$ cat src/rtl/muldiv_pkg.sv
// muldiv_pkg: shared definitions for the multiply/divide unit.
//   WORD_WIDTH   operand and HI/LO width
//   ALUOP_WIDTH  width of the decoded alu_op field
//   ALUOP_*      mul/div-class opcodes, kept alongside the ALU's own codes
//   state_t      muldiv_unit FSM states
package muldiv_pkg;

    localparam int WORD_WIDTH  = 32;
    localparam int ALUOP_WIDTH = 8;

    localparam logic [ALUOP_WIDTH-1:0] ALUOP_MFHI  = 8'h10;
    localparam logic [ALUOP_WIDTH-1:0] ALUOP_MTHI  = 8'h11;
    localparam logic [ALUOP_WIDTH-1:0] ALUOP_MFLO  = 8'h12;
    localparam logic [ALUOP_WIDTH-1:0] ALUOP_MTLO  = 8'h13;
    localparam logic [ALUOP_WIDTH-1:0] ALUOP_MULT  = 8'h18;
    localparam logic [ALUOP_WIDTH-1:0] ALUOP_MULTU = 8'h19;
    localparam logic [ALUOP_WIDTH-1:0] ALUOP_DIV   = 8'h1A;
    localparam logic [ALUOP_WIDTH-1:0] ALUOP_DIVU  = 8'h1B;

    typedef enum logic [1:0] {
        S_IDLE = 2'd0,
        S_MUL  = 2'd1,
        S_DIV  = 2'd2,
        S_DONE = 2'd3
    } state_t;

endpackage

$ cat src/rtl/muldiv_if.sv
// muldiv_if: execute-stage bus between the pipeline and muldiv_unit.
//   master (pipeline): drives op1, op2, alu_op, start, flush;
//                      receives stall_req, done, hi, lo
//   slave  (unit):     the reverse
interface muldiv_if
    import muldiv_pkg::*;
#(
    parameter int W = WORD_WIDTH
);
    logic [W-1:0]           op1;
    logic [W-1:0]           op2;
    logic [ALUOP_WIDTH-1:0] alu_op;
    logic                   start;
    logic                   flush;
    logic                   stall_req;
    logic                   done;
    logic [W-1:0]           hi;
    logic [W-1:0]           lo;

    modport master (
        output op1, op2, alu_op, start, flush,
        input  stall_req, done, hi, lo
    );

    modport slave (
        input  op1, op2, alu_op, start, flush,
        output stall_req, done, hi, lo
    );
endinterface

$ cat src/rtl/muldiv_core.sv
// muldiv_core: iterative unsigned datapath shared by multiply and divide.
//   clk, rst  clock and synchronous active-high reset
//   load      capture a (multiplier / dividend) and b (multiplicand / divisor)
//   step      advance one iteration; is_div selects restoring divide
//   next_hi   acc value after the current step (product high / remainder)
//   next_lo   shift register after the current step (product low / quotient)
//   last      the current step is the final iteration
module muldiv_core #(
    parameter int W    = 32,
    parameter int ITER = W
) (
    input  logic         clk,
    input  logic         rst,
    input  logic         load,
    input  logic         step,
    input  logic         is_div,
    input  logic [W-1:0] a,
    input  logic [W-1:0] b,
    output logic [W-1:0] next_hi,
    output logic [W-1:0] next_lo,
    output logic         last
);
    localparam int CW = $clog2(ITER + 1);

    logic [W-1:0]  acc;
    logic [W-1:0]  sreg;
    logic [W-1:0]  opnd;
    logic [CW-1:0] count;

    logic [W:0]    sum;
    logic [W:0]    shifted;
    logic [W+1:0]  diff;

    // Multiply: add the multiplicand when the multiplier LSB is set, then
    // shift {acc, sreg} right so the product builds up from the bottom.
    // Divide: shift the next dividend bit into the remainder and keep the
    // trial subtraction only if it does not borrow.
    always_comb begin
        sum     = {1'b0, acc} + (sreg[0] ? {1'b0, opnd} : {(W+1){1'b0}});
        shifted = {acc, sreg[W-1]};
        diff    = {1'b0, shifted} - {2'b00, opnd};
        next_hi = acc;
        next_lo = sreg;
        if (is_div) begin
            if (!diff[W+1]) begin
                next_hi = diff[W-1:0];
            end else begin
                next_hi = shifted[W-1:0];
            end
            next_lo = {sreg[W-2:0], ~diff[W+1]};
        end else begin
            next_hi = sum[W:1];
            next_lo = {sum[0], sreg[W-1:1]};
        end
    end

    assign last = (count == CW'(ITER - 1));

    always_ff @(posedge clk) begin
        if (rst) begin
            acc   <= '0;
            sreg  <= '0;
            opnd  <= '0;
            count <= '0;
        end else if (load) begin
            acc   <= '0;
            sreg  <= a;
            opnd  <= b;
            count <= '0;
        end else if (step) begin
            acc   <= next_hi;
            sreg  <= next_lo;
            count <= count + 1'b1;
        end
    end
endmodule

$ cat src/rtl/muldiv_unit.sv
// muldiv_unit: execute-stage multiply/divide unit owning HI/LO.
//   clk, rst  clock and synchronous active-high reset
//   bus       muldiv_if.slave: op1/op2/alu_op/start/flush in;
//             stall_req (combinational), done pulse, hi, lo out
// Signed ops run on magnitudes in muldiv_core; signs are re-applied
// as the result is committed on the edge entering DONE.
module muldiv_unit
    import muldiv_pkg::*;
#(
    parameter int W    = WORD_WIDTH,
    parameter int ITER = W
) (
    input  logic   clk,
    input  logic   rst,
    muldiv_if.slave bus
);
    state_t         state, state_n;
    logic [W-1:0]   hi_r, lo_r;
    logic           neg_q, neg_r, div_zero;
    logic [W-1:0]   raw_op1;

    logic           is_mul_op, is_div_op, is_signed;
    logic [W-1:0]   mag1, mag2;
    logic           core_load, core_step, core_last, commit;
    logic           mthi_wr, mtlo_wr;
    logic [W-1:0]   core_hi, core_lo;
    logic [2*W-1:0] prod_mag, prod_fix;
    logic [W-1:0]   res_hi, res_lo;

    assign is_mul_op = (bus.alu_op == ALUOP_MULT) || (bus.alu_op == ALUOP_MULTU);
    assign is_div_op = (bus.alu_op == ALUOP_DIV)  || (bus.alu_op == ALUOP_DIVU);
    assign is_signed = (bus.alu_op == ALUOP_MULT) || (bus.alu_op == ALUOP_DIV);
    assign mag1 = (is_signed && bus.op1[W-1]) ? -bus.op1 : bus.op1;
    assign mag2 = (is_signed && bus.op2[W-1]) ? -bus.op2 : bus.op2;

    muldiv_core #(.W(W), .ITER(ITER)) u_core (
        .clk     (clk),
        .rst     (rst),
        .load    (core_load),
        .step    (core_step),
        .is_div  (state == S_DIV),
        .a       (mag1),
        .b       (mag2),
        .next_hi (core_hi),
        .next_lo (core_lo),
        .last    (core_last)
    );

    always_comb begin
        state_n   = state;
        core_load = 1'b0;
        core_step = 1'b0;
        commit    = 1'b0;
        mthi_wr   = 1'b0;
        mtlo_wr   = 1'b0;
        bus.stall_req = 1'b0;
        case (state)
            S_IDLE: begin
                if (bus.start) begin
                    if (is_mul_op) begin
                        state_n   = S_MUL;
                        core_load = 1'b1;
                    end else if (is_div_op) begin
                        state_n   = S_DIV;
                        core_load = 1'b1;
                    end else if (bus.alu_op == ALUOP_MTHI) begin
                        mthi_wr = 1'b1;
                    end else if (bus.alu_op == ALUOP_MTLO) begin
                        mtlo_wr = 1'b1;
                    end
                    bus.stall_req = is_mul_op || is_div_op;
                end
            end
            S_MUL, S_DIV: begin
                core_step     = 1'b1;
                bus.stall_req = 1'b1;
                if (core_last) begin
                    state_n = S_DONE;
                    commit  = 1'b1;
                end
            end
            default: begin
                state_n = S_IDLE;
            end
        endcase
        // A flush squashes everything, including a same-cycle MTHI/MTLO.
        if (bus.flush) begin
            state_n   = S_IDLE;
            core_load = 1'b0;
            core_step = 1'b0;
            commit    = 1'b0;
            mthi_wr   = 1'b0;
            mtlo_wr   = 1'b0;
        end
    end

    // Divide by zero bypasses sign fix-up and returns the raw dividend in HI.
    always_comb begin
        prod_mag = {core_hi, core_lo};
        prod_fix = neg_q ? -prod_mag : prod_mag;
        res_hi   = prod_fix[2*W-1:W];
        res_lo   = prod_fix[W-1:0];
        if (state == S_DIV) begin
            if (div_zero) begin
                res_hi = raw_op1;
                res_lo = '1;
            end else begin
                res_hi = neg_r ? -core_hi : core_hi;
                res_lo = neg_q ? -core_lo : core_lo;
            end
        end
    end

    always_ff @(posedge clk) begin
        if (rst) begin
            state    <= S_IDLE;
            hi_r     <= '0;
            lo_r     <= '0;
            neg_q    <= 1'b0;
            neg_r    <= 1'b0;
            div_zero <= 1'b0;
            raw_op1  <= '0;
        end else begin
            state <= state_n;
            if (core_load) begin
                neg_q    <= is_signed && (bus.op1[W-1] ^ bus.op2[W-1]);
                neg_r    <= is_signed && bus.op1[W-1];
                div_zero <= is_div_op && (bus.op2 == '0);
                raw_op1  <= bus.op1;
            end
            if (mthi_wr) hi_r <= bus.op1;
            if (mtlo_wr) lo_r <= bus.op1;
            if (commit) begin
                hi_r <= res_hi;
                lo_r <= res_lo;
            end
        end
    end

    assign bus.done = (state == S_DONE);
    assign bus.hi   = hi_r;
    assign bus.lo   = lo_r;
endmodule

$ cat src/flat_wrapper.sv
// flat-port wrapper written by rule: the top's interface ports become plain ports
module muldiv_unit_flat import muldiv_pkg::*;
#(
    parameter int W    = WORD_WIDTH,
    parameter int ITER = W
)
  (clk, rst, bus_op1, bus_op2, bus_alu_op, bus_start, bus_flush, bus_stall_req, bus_done, bus_hi, bus_lo);
  muldiv_if #(.W(W)) bus_i ();
  input  logic clk;
  input  logic rst;
  input wire logic [$bits(bus_i.op1)-1:0] bus_op1;
  input wire logic [$bits(bus_i.op2)-1:0] bus_op2;
  input wire logic [$bits(bus_i.alu_op)-1:0] bus_alu_op;
  input wire logic [$bits(bus_i.start)-1:0] bus_start;
  input wire logic [$bits(bus_i.flush)-1:0] bus_flush;
  output wire logic [$bits(bus_i.stall_req)-1:0] bus_stall_req;
  output wire logic [$bits(bus_i.done)-1:0] bus_done;
  output wire logic [$bits(bus_i.hi)-1:0] bus_hi;
  output wire logic [$bits(bus_i.lo)-1:0] bus_lo;
  assign bus_i.op1 = bus_op1;
  assign bus_i.op2 = bus_op2;
  assign bus_i.alu_op = bus_alu_op;
  assign bus_i.start = bus_start;
  assign bus_i.flush = bus_flush;
  assign bus_stall_req = bus_i.stall_req;
  assign bus_done = bus_i.done;
  assign bus_hi = bus_i.hi;
  assign bus_lo = bus_i.lo;
  muldiv_unit #(.W(W), .ITER(ITER)) u_core (.clk(clk), .rst(rst), .bus(bus_i));
endmodule
$ cat config.mk
export PLATFORM = sky130hd
export DESIGN_NAME = muldiv_unit_flat
export DESIGN_NICKNAME = d
export VERILOG_FILES = /design/src/rtl/muldiv_pkg.sv /design/src/rtl/muldiv_if.sv /design/src/rtl/muldiv_core.sv /design/src/rtl/muldiv_unit.sv /design/src/flat_wrapper.sv
export SDC_FILE = /design/constraint.sdc
export NUM_CORES = 1
export LEC_CHECK = 0
export BUFFER_PORTS_ARGS = -buffer_cell sky130_fd_sc_hd__buf_2
export CORE_MARGIN = 2
export CORE_UTILIZATION = 40
export DETAILED_ROUTE_END_ITERATION = 12
export PLACE_DENSITY = 0.67
export SYNTH_ARGS = -nofsm -noshare
export SYNTH_HDL_FRONTEND = slang
export SYNTH_SLANG_ARGS = --single-unit
$ cat constraint.sdc
create_clock -name clk -period 5.3 [get_ports clk]
set_input_delay 0.265 -clock clk [delete_from_list [all_inputs] [get_ports clk]]
set_output_delay 0.265 -clock clk [all_outputs]
set_load 0.01 [all_outputs]
==> reports/qor.csv, run 1 <==
stage,metric,value,unit
route,Pre-antenna DRT Iters,5,
timing,worst slew pin tran,1.153,ns
die,DIE AREA,0.04593,mm^2
layout,P&R area growth vs syn,16.12,%
power,Final Power,3.749,mW
worst_setup_path,startpoint types,register,
timing,Slew Limit Fails,0,
placement,input/output buffers,141,
timing,Min Hold Slack,0.01393,ns
timing,min cycle time layout,5.022,ns
worst_hold_path,HP Class,primary input to register,
global_routing,total grt overflow,0,
yosys,Synth top area share,22.97,%
yosys,Synth Instances,2392,
yosys,Ys Warns,0,
die,Site Rows,77,
route,residual DRC count,0,
timing,FMAX,199.1,MHz
timing,Worst Skew,0.01852,ns
yosys,register area share after synthesis,22.97,%
cts,H-tree depth,1,
flow_run,Max Cap Viol,0,
layout,post-route cell area,0.02055,mm^2
route,via/cell ratio,6.087,
yosys,dominant synthesized flop cell,dfxtp_1,
timing,Final setup viols,0,
worst_setup_path,Critical Path RT,5.74,ns
cts,CTS tree,done,
placement,placed cell areas,0.01953,mm^2
layout,share of cells above drive strength 1,16.66,%
cts,root buffer cell,clkbuf_16,
global_routing,initial antenna violation count,2,
power,maximum vdd drop,0.2537,mV
layout,fill count,4526,
yosys,Avg Synthesized Cell Area,7.397,um^2
route,via count,19211,
die,starting density of the core,40.27,%
yosys,synthesized cell area,0.01769,mm^2
yosys,async set-reset flop share out of synthesis,0,%
yosys,post-synth top area cell,dfxtp_1,
global_routing,vias in the first global route,18194,
route,initial drt markers,1845,
route,wire length per cell,21.50,um
placement,hpwl dp,51060,um
yosys,"EDFF count, synth",0,
power,PwrDens,182.5,mW/mm^2
die,Die X,214.3,um
timing,setup tns final,0,ns
timing,Max transition margin,22.83,%
global_routing,largest net degree at the start of global routing,95,
worst_setup_path,Critical Path Fanout Max,6,
die,total core area,0.04393,mm^2
global_routing,first-pass GRT wire length,104400,um
die,I/O pins,142,
timing,Final period util,94.75,%
layout,Nets,2695,
timing,RSZ-0062 raised after global routing,true,
layout,"most common cell after layout, fill and taps aside",nand2_1,
global_routing,GRT Util Overall,28.35,%
yosys,Synth Net Count,2542,
cts,Clock transition at path regs,0.06,ns
layout,most frequent cells in the layout,"334 x nand2_1, 235 x a21oi_1, 201 x dfxtp_1",
run_status,outcome,completed,
die,die height,214.3,um
placement,gpl congestion,1.004,
worst_setup_path,Crit. End Element,register,
worst_setup_path,Crit Path Category,register to register,
cts,Num CTS Buffers,26,
power,Pleak,8.393,nW
yosys,post-synth cell types,114,
cts,Clock Path Buffers,3,
yosys,Synth area leaders,"dfxtp_1 23%, nand2_1 7.1%, a21oi_1 6.7%, ha_1 5.1%, xnor2_1 4.9%",
cts,CTS sink cnt,203,
route,Total Wirelength,67850,um
cts,clock latency on the worst-skew pair,0.58,ns
timing,Final Hold Vio Count,0,
worst_setup_path,CP arrival,5.46,ns
route,Post-DRT Antenna Nets,0,
yosys,Yosys reg bits,203,
[cell usage after synthesis (10+ instances only)]
master / instances
a211oi_1: 71
a21o_1: 24
a21oi_1: 238
a221oi_1: 40
a31oi_1: 37
and2_1: 53
and3_1: 17
buf_1: 10
buf_2: 22
buf_4: 11
clkbuf_1: 119
dfxtp_1: 203
ha_1: 72
inv_1: 56
mux2i_1: 84
nand2_1: 336
nand2b_1: 17
nand3_1: 37
nand4_1: 32
nor2_1: 198
nor2b_1: 13
nor3_1: 51
nor4_1: 16
o211ai_1: 27
o21a_1: 19
o21ai_0: 127
o21ai_1: 12
o31ai_1: 33
o41ai_1: 10
or3_1: 23
or4_1: 15
xnor2_1: 98
xor2_1: 73
[worst paths after layout]
kind	startpoint	end	slack, ns	cells after the start
min reg2reg	u_core.raw_op1[11]$_SDFFE_PP0P_	u_core.raw_op1[11]$_SDFFE_PP0P_	0.45	2
max	u_core.u_core.opnd[26]$_SDFFE_PP0P_	u_core.bus.hi[26]$_SDFFE_PP0P_	0.28	21
max reg2reg	u_core.u_core.opnd[26]$_SDFFE_PP0P_	u_core.bus.hi[26]$_SDFFE_PP0P_	0.28	21
min	bus_op1[2]	u_core.raw_op1[2]$_SDFFE_PP0P_	0.01	3
[layer usage]
metal / global-route usage, % / wire length [um] / part of all wire (%)
met1: 37.42 / 29090 / 43
met2: 46.86 / 31090 / 46
met3: 3.277 / 4720 / 7.0
met4: 11.99 / 2926 / 4.3
met5: 0 / 16 / 0.024
[worst max-delay path: stages (launching register included)]
cell and delay [ns]:
dfxtp_1 0.34, inv_1 0.05, ha_2 0.29, a21o_1 0.23
a221o_1 0.36, a32oi_2 0.23, nand2_2 0.15, nor2_4 0.18
nor2_1 0.08, a21oi_2 0.16, ha_1 0.20, o221ai_1 0.14
or2_2 0.36, nor4_4 0.22, nand4_1 0.19, nor2_1 0.18
or4b_4 0.54, nor4_4 0.43, buf_4 0.18, a21oi_1 0.05
a41oi_1 0.16, a41oi_1 0.11
[state kept, by name (all words and copies together) (netlist names)]
signal / count
u_core.bus.hi: 32
u_core.bus.lo: 32
u_core.div_zero: 1
u_core.neg_q: 1
u_core.neg_r: 1
u_core.raw_op1: 32
u_core.state: 2
u_core.u_core.acc: 32
u_core.u_core.count: 6
u_core.u_core.opnd: 32
u_core.u_core.sreg: 32
[layout make-up]
class	instances	area [um^2]	share of cell area (%)
diodes	1	2.502	0.01218
clock buffers	35	714.4	3.477
clock inverters	11	125.1	0.6090
inverters	56	210.2	1.023
multi-input cells	1966	12790	62.25
flip-flops and latches	203	4066	19.79
well taps	592	740.7	3.605
repair buffers	292	1897	9.232
[cells by family after synthesis]
family          Yosys count  share of synthesized area [%]
compound gates          765                          28.97
flops                   203                          22.97
simple gates            863                          23.68
xor+xnor                171                          8.465
buf+inv                 223                          5.261
fa+ha+maj                74                          5.318
mux                      93                          5.346
[power breakdown]
part | internal (mW) | switching [mW] | total [mW]
clock | 1.04 | 0.766 | 1.81
sequential | 1.53 | 0.00345 | 1.53
combinational | 0.145 | 0.264 | 0.409
[timing repair]
action / 4_1_cts / 5_1_grt
gates resized for setup: 2 / 13
pin swaps: 0 / 6
hold buffers: 12 / 0
setup buffers: 0 / 0
setup endpoints to repair: 4 / 16
endpoints found under the hold margin: 13 / 0
[metrics by stage]
stage          cells  setup WS (ns)  util [%]
5_1_grt         3155       -0.03467     46.76
3_5_place_dp    3097       -0.08785     44.45
6_report        3156         0.2781     46.77
2_1_floorplan   2392         0.2920         -
3_3_place_gp    3097         0.1277     44.45
4_1_cts         3155        0.06247     46.66
No activity file was read; power rests on OpenSTA's default activity.
==> run 2: changes to the inputs <==
--- a/config.mk
+++ b/config.mk
@@ -12,4 +12,5 @@
 export PLACE_DENSITY = 0.67
 export SYNTH_ARGS = -nofsm -noshare
 export SYNTH_HDL_FRONTEND = slang
+export SYNTH_HIERARCHICAL = 1
 export SYNTH_SLANG_ARGS = --single-unit
==> reports/qor.csv, run 2 <==
stage,metric,value,unit,change
placement,gpl congestion,0.9596,,was 1.004
global_routing,vias in the first global route,17285,,"was 18,194"
cts,CTS sink cnt,203,,unchanged
layout,post-route cell area,0.01958,mm^2,was 0.02055 mm^2
layout,fill count,4408,,"was 4,526"
timing,Worst Skew,0.04294,ns,was 0.01852 ns
yosys,"EDFF count, synth",0,,unchanged
power,PwrDens,195.4,mW/mm^2,was 182.5 mW/mm^2
route,via count,18529,,"was 19,211"
worst_setup_path,Crit. End Element,register,,unchanged
worst_setup_path,Crit Path Category,register to register,,unchanged
yosys,Avg Synthesized Cell Area,7.365,um^2,was 7.397 um^2
yosys,Synth top area share,23.56,%,was 22.97%
timing,setup tns final,0,ns,unchanged
die,DIE AREA,0.04480,mm^2,was 0.04593 mm^2
layout,most frequent cells in the layout,"292 x nand2_1, 230 x nor2_1, 201 x dfxtp_1",,"was 334 x nand2_1, 235 x a21oi_1, 201 x dfxtp_1"
die,total core area,0.04279,mm^2,was 0.04393 mm^2
yosys,post-synth top area cell,dfxtp_1,,unchanged
cts,Clock transition at path regs,0.06,ns,about the same
route,Post-DRT Antenna Nets,0,,unchanged
layout,P&R area growth vs syn,13.52,%,was 16.12%
timing,RSZ-0062 raised after global routing,false,,was true
worst_setup_path,"slowest stage delay, CP",0.59,ns,was 0.54 ns
global_routing,first-pass GRT wire length,98940,um,"was 104,400 um"
placement,input/output buffers,141,,unchanged
route,via/cell ratio,6.207,,was 6.087
yosys,synthesized cell area,0.01725,mm^2,was 0.01769 mm^2
run_status,outcome,completed,,unchanged
die,Site Rows,76,,was 77
timing,Slew Limit Fails,0,,unchanged
yosys,dominant synthesized flop cell,dfxtp_1,,unchanged
route,Pre-antenna DRT Iters,6,,was 5
timing,Final period util,96.79,%,was 94.75%
die,starting density of the core,40.31,%,was 40.27%
route,Total Wirelength,64820,um,"was 67,850 um"
power,maximum vdd drop,0.2974,mV,was 0.2537 mV
route,residual DRC count,0,,unchanged
flow_run,Max Cap Viol,0,,unchanged
layout,number of antenna diodes,0,,was 1
layout,share of cells above drive strength 1,14.76,%,was 16.66%
layout,Nets,2570,,"was 2,695"
worst_setup_path,critical path's top delay family,simple AND/OR/NAND/NOR gates,,unchanged
timing,Max transition margin,14.35,%,was 22.83%
yosys,Synth Net Count,2492,,"was 2,542"
yosys,Synth area leaders,"dfxtp_1 24%, nand2_1 6.4%, mux2i_1 5.7%, a21oi_1 5.5%, ha_1 5.2%",,"was dfxtp_1 23%, nand2_1 7.1%, a21oi_1 6.7%, ha_1 5.1%, xnor2_1 4.9%"
cts,root buffer cell,clkbuf_16,,unchanged
global_routing,initial antenna violation count,0,,was 2
worst_hold_path,HP Class,primary input to register,,unchanged
global_routing,largest net degree at the start of global routing,75,,was 95
route,initial drt markers,1982,,"was 1,845"
cts,Num CTS Buffers,26,,unchanged
cts,Clock Path Buffers,3,,unchanged
yosys,most frequent cell after synthesis,nand2_1,,unchanged
yosys,register area share after synthesis,23.56,%,was 22.97%
yosys,Yosys reg bits,203,,unchanged
worst_setup_path,startpoint types,register,,unchanged
global_routing,GRT Util Overall,28.12,%,was 28.35%
power,Pleak,8.439,nW,was 8.393 nW
yosys,most frequent cells after synthesis,"293 x nand2_1, 231 x nor2_1, 203 x dfxtp_1",,"was 336 x nand2_1, 238 x a21oi_1, 203 x dfxtp_1"
timing,worst slew pin tran,1.280,ns,was 1.153 ns
die,I/O pins,142,,unchanged
worst_setup_path,Critical Path Fanout Max,5,,was 6
worst_setup_path,WP buf/inv,0,,was 2
power,Final Power,3.826,mW,was 3.749 mW
layout,"most common cell after layout, fill and taps aside",nand2_1,,unchanged
placement,hpwl dp,47840,um,"was 51,060 um"
yosys,post-synth cell types,84,,was 114
worst_setup_path,CP arrival,5.58,ns,was 5.46 ns
route,wire length per cell,21.72,um,was 21.50 um
cts,CTS tree,done,,unchanged
yosys,Ys Warns,6,,was 0
timing,Final setup viols,0,,unchanged
worst_setup_path,Critical Path RT,5.75,ns,was 5.74 ns
cts,clock latency on the worst-skew pair,0.58,ns,about the same
worst_setup_path,Crit-path slowest cell,or4_1,,was or4b_4
cts,H-tree depth,1,,unchanged
timing,min cycle time layout,5.130,ns,was 5.022 ns
yosys,Synth Instances,2342,,"was 2,392"
timing,Final Hold Vio Count,0,,unchanged
worst_setup_path,CP most frequent cell,or4_1,,
timing,FMAX,194.9,MHz,was 199.1 MHz
placement,placed cell areas,0.01856,mm^2,was 0.01953 mm^2
global_routing,total grt overflow,0,,unchanged
worst_setup_path,crit-path cells,"ha_1, nor2b_1, o211a_1, o2111ai_1, nand3_1, nand2b_1, a211oi_1, a211oi_1, xor2_1, o221a_2, or3_1, or4_1, or4_1, or4_1, nand3_1, nor3_1",,"was inv_1, ha_2, a21o_1, a221o_1, a32oi_2, nand2_2, nor2_4, nor2_1, a21oi_2, ha_1, o221ai_1, or2_2, nor4_4, nand4_1, nor2_1, or4b_4, nor4_4, buf_4, a21oi_1, a41oi_1, a41oi_1"
yosys,async set-reset flop share out of synthesis,0,%,unchanged
die,Die X,211.7,um,was 214.3 um
die,die height,211.7,um,was 214.3 um
-- run 2: cell types whose count changed after synthesis, moves of 16 or more --
cell	before	now
a211oi_1	71	18
a21oi_1	238	191
nand2_1	336	293
o21ai_0	127	91
nor2_1	198	231
or3_1	23	55
clkbuf_1	119	148
mux2_2	8	36
inv_1	56	79
buf_2	22	3
o41ai_1	10	26
-- run 2: routing by layer --
metal | GRT usage [%] | up-vias | wire length [um]
met1 | 36.48 | 8862 | 27070
met2 | 45.85 | 882 | 29380
li1 | - | 8620 | -
met5 | 0 | - | 0
met4 | 12.77 | 0 | 2735
met3 | 4.480 | 165 | 5638
-- run 2: report_power, final --
group / switching, mW / internal [mW]
logic: 0.252 / 0.123
clock network: 0.756 / 1.16
registers: 0.00296 / 1.53
total: 1.01 / 2.81
-- run 2: repair_timing --
item | in CTS | in global routing
setup buffers | 0 | 2
setup endpoints to repair | 0 | 17
hold endpoints to repair | 3 | 0
gates resized for setup | 0 | 16
hold buffers | 3 | 0
-- run 2: worst min-delay path, cell delays in order --
cell and delay, ns:
buf_2 0.12, mux2i_1 0.07, nor2_1 0.07
-- run 2: per-stage QoR --
stage | hold slack (ns) | utilization (%) | setup slack (ns) | std cells
3_3_place_gp | 0.4401 | 43.36 | 0.2386 | 2933
5_1_grt | 0.03649 | 45.76 | 0.002065 | 2985
3_5_place_dp | 0.4461 | 43.36 | 0.1285 | 2933
4_1_cts | 0.002550 | 45.56 | 0.1324 | 2983
6_report | 0.01925 | 45.76 | 0.1699 | 2985
2_1_floorplan | 0.3443 | - | 0.3666 | 2342
-- run 2: logic make-up (layout without fill, tap and decap cells) --
family,after synthesis,in the layout,synth area share [%]
xor+xnor,164,164,8.327
flops,203,203,23.56
mux,136,136,8.182
buf+inv,247,344,5.556
compound gates,606,606,23.49
fa+ha+maj,74,74,5.455
simple gates,912,912,25.42
-- run 2: cell type report --
cell class | count | area, um^2 | share of cell area (%)
Inverter | 81 | 304.0 | 1.553
Multi-Input combinational cell | 1892 | 12340 | 63.00
Clock buffer | 35 | 734.5 | 3.751
Tap cell | 546 | 683.2 | 3.489
Sequential cell | 203 | 4066 | 20.77
Clock inverter | 12 | 173.9 | 0.8882
Timing Repair Buffer | 216 | 1282 | 6.550
-- run 2: worst paths after layout --
path	slack, ns	start	end	cells after the start
setup / recovery	0.17	u_core/u_core/acc[1]$_SDFFE_PP0P_	u_core/bus.hi[28]$_SDFFE_PP0P_	16
hold / removal	0.02	bus_op2[0]	u_core/u_core/opnd[0]$_SDFFE_PP0P_	3
setup reg to reg	0.17	u_core/u_core/acc[1]$_SDFFE_PP0P_	u_core/bus.hi[28]$_SDFFE_PP0P_	16
hold reg to reg	0.45	u_core/raw_op1[19]$_SDFFE_PP0P_	u_core/raw_op1[19]$_SDFFE_PP0P_	2
==> run 3: changes to the inputs <==
--- a/config.mk
+++ b/config.mk
@@ -5,11 +5,11 @@
 export SDC_FILE = /design/constraint.sdc
 export NUM_CORES = 1
 export LEC_CHECK = 0
-export BUFFER_PORTS_ARGS = -buffer_cell sky130_fd_sc_hd__buf_2
+export BUFFER_PORTS_ARGS = -buffer_cell sky130_fd_sc_hd__clkbuf_2
 export CORE_MARGIN = 2
 export CORE_UTILIZATION = 40
 export DETAILED_ROUTE_END_ITERATION = 12
-export PLACE_DENSITY = 0.67
+export PLACE_DENSITY = 0.62
 export SYNTH_ARGS = -nofsm -noshare
 export SYNTH_HDL_FRONTEND = slang
 export SYNTH_HIERARCHICAL = 1
==> reports/qor.csv, run 3 (synthesis results as in run 2) <==
stage,metric,value,unit,change
die,I/O pins,142,,unchanged
worst_hold_path,hold_sp,bus_op1[20],,was bus_op2[0]
power,Pleak,8.426,nW,was 8.439 nW
flow_run,Max Cap Viol,0,,unchanged
worst_setup_path,Crit. End Element,register,,unchanged
route,Pre-antenna DRT Iters,6,,unchanged
timing,Final Hold Vio Count,0,,unchanged
timing,Final period util,97.11,%,was 96.79%
layout,share of cells above drive strength 1,15.02,%,was 14.76%
cts,CTS tree,done,,unchanged
power,Final Power,3.779,mW,was 3.826 mW
route,via/cell ratio,6.188,,was 6.207
cts,Clock Path Buffers,3,,unchanged
route,residual DRC count,0,,unchanged
cts,Num CTS Buffers,25,,was 26
layout,most frequent cells in the layout,"292 x nand2_1, 230 x nor2_1, 201 x dfxtp_1",,unchanged
cts,"Hold-fix buffers, CTS",0,,was 3
timing,Worst Skew,0.03070,ns,was 0.04294 ns
timing,Slew Limit Fails,0,,unchanged
layout,number of antenna diodes,0,,unchanged
route,initial drt markers,1923,,"was 1,982"
global_routing,total grt overflow,0,,unchanged
route,wire length per cell,22.20,um,was 21.72 um
global_routing,vias in the first global route,17082,,"was 17,285"
die,die height,211.7,um,unchanged
cts,H-tree depth,1,,unchanged
global_routing,GRT Util Overall,28.79,%,was 28.12%
layout,Nets,2574,,"was 2,570"
worst_setup_path,Crit Path Category,register to register,,unchanged
timing,slack of the critical path,0.1532,ns,was 0.1699 ns
die,starting density of the core,40.31,%,unchanged
worst_setup_path,flop2flop setup slack,0.15,ns,was 0.17 ns
worst_setup_path,reg2reg end,u_core/bus.hi[28]$_SDFFE_PP0P_,,unchanged
global_routing,first-pass GRT wire length,100600,um,"was 98,940 um"
layout,P&R area growth vs syn,13.69,%,was 13.52%
die,Site Rows,76,,unchanged
timing,worst slew pin tran,1.152,ns,was 1.280 ns
global_routing,initial antenna violation count,1,,was 0
run_status,outcome,completed,,unchanged
die,total core area,0.04279,mm^2,unchanged
timing,setup tns final,0,ns,unchanged
route,via count,18496,,"was 18,529"
cts,root buffer cell,clkbuf_16,,unchanged
global_routing,largest net degree at the start of global routing,65,,was 75
worst_hold_path,HP Class,primary input to register,,unchanged
placement,gpl congestion,0.9493,,was 0.9596
worst_hold_path,Hold Path End,u_core/raw_op1[20]$_SDFFE_PP0P_,,was u_core/u_core/opnd[0]$_SDFFE_PP0P_
layout,"most common cell after layout, fill and taps aside",nand2_1,,unchanged
worst_setup_path,CP arrival,5.61,ns,was 5.58 ns
worst_setup_path,r2r worst-path depth,18,,was 16
route,Total Wirelength,66360,um,"was 64,820 um"
placement,hpwl dp,49140,um,"was 47,840 um"
worst_setup_path,Critical Path RT,5.76,ns,was 5.75 ns
cts,CTS sink cnt,203,,unchanged
timing,min cycle time layout,5.147,ns,was 5.130 ns
cts,Clock transition at path regs,0.06,ns,about the same
worst_setup_path,worst r2r src,u_core/u_core/sreg[31]$_SDFFE_PP0P_,,was u_core/u_core/acc[1]$_SDFFE_PP0P_
timing,Max transition margin,22.51,%,was 14.35%
route,Post-DRT Antenna Nets,0,,unchanged
cts,clock latency on the worst-skew pair,0.58,ns,about the same
worst_hold_path,worst hold path stage count,3,,unchanged
power,PwrDens,192.7,mW/mm^2,was 195.4 mW/mm^2
power,maximum vdd drop,0.2335,mV,was 0.2974 mV
die,Die X,211.7,um,unchanged
worst_setup_path,startpoint types,register,,unchanged
placement,input/output buffers,141,,unchanged
die,DIE AREA,0.04480,mm^2,unchanged
placement,pre-CTS WS,0.06373,ns,was 0.1285 ns
worst_setup_path,Critical Path Fanout Max,4,,was 5
timing,Final setup viols,0,,unchanged
timing,FMAX,194.3,MHz,was 194.9 MHz
## run 3: cell type report
cell class                 count  area, um^2
fill                        4348       23180
multi-input combinational   1892       12350
sequential                   203        4066
timing repair buffer         221        1320
clock buffer                  36       737.0
tap                          546       683.2
inverter                      81       304.0
clock inverter                10       145.1
## run 3: where the power goes
part	total (mW)	internal [mW]	switching, mW
Sequential	1.53	1.53	0.00299
Clock	1.87	1.11	0.751
Combinational	0.382	0.126	0.256
Total	3.78	2.77	1.01
## run 3: layer usage
metal  up-vias  track usage, %  wire length [um]
met5         -               0                 0
met4         0           9.349              2068
met3       138           4.124              5511
met2       862           46.79             29940
met1      8848           39.18             28840
li1       8648               -                 -
## run 3: worst max-delay path by stage
stage	depth (start not counted)	slack, ns	to	from
5_1_grt	18	-0.007	u_core/bus.lo[31]$_SDFFE_PP0P_	u_core/u_core/opnd[25]$_SDFFE_PP0P_
6_report	18	0.15	u_core/bus.hi[28]$_SDFFE_PP0P_	u_core/u_core/sreg[31]$_SDFFE_PP0P_
2_1_floorplan	20	0.37	u_core/bus.hi[28]$_SDFFE_PP0P_	u_core/u_core/sreg[0]$_SDFFE_PP0P_
4_1_cts	19	0.05	u_core/bus.hi[28]$_SDFFE_PP0P_	u_core/u_core/sreg[0]$_SDFFE_PP0P_
3_3_place_gp	19	0.11	u_core/bus.hi[28]$_SDFFE_PP0P_	u_core/u_core/sreg[0]$_SDFFE_PP0P_
3_5_place_dp	19	0.06	u_core/bus.hi[28]$_SDFFE_PP0P_	u_core/u_core/sreg[0]$_SDFFE_PP0P_
## run 3: through the flow
step	hold WS, ns	util [%]	area (um^2)	std cells
after floorplan	0.3443	-	17250	2342
after global placement	0.4350	43.46	18600	2938
after detailed placement	0.4436	43.46	18600	2938
after CTS	0.004185	45.52	19480	2984
after global routing	0.03137	45.83	19610	2989
final	0.01610	45.83	19610	2989
## run 3: timing repair
| item | 4_1_cts | 5_1_grt |
|---|---|---|
| buffers inserted | 0 | 5 |
| endpoints found under the setup margin | 0 | 18 |
| resized for setup | 0 | 20 |
| endpoints found under the hold margin | 0 | 0 |
## run 3: worst max-delay path, stage by stage (launching register included)
cell,delay [ns]
dfxtp_1,0.31
inv_1,0.11
ha_1,0.22
fa_1,0.20
nor2b_1,0.06
o211a_1,0.23
o2111ai_1,0.27
nand3_1,0.24
nand2b_1,0.27
a211oi_1,0.45
a211oi_1,0.11
xor2_1,0.18
o221a_2,0.31
or3_1,0.40
or4_1,0.46
or4_1,0.59
or4_1,0.49
nand3_1,0.10
nor3_1,0.04
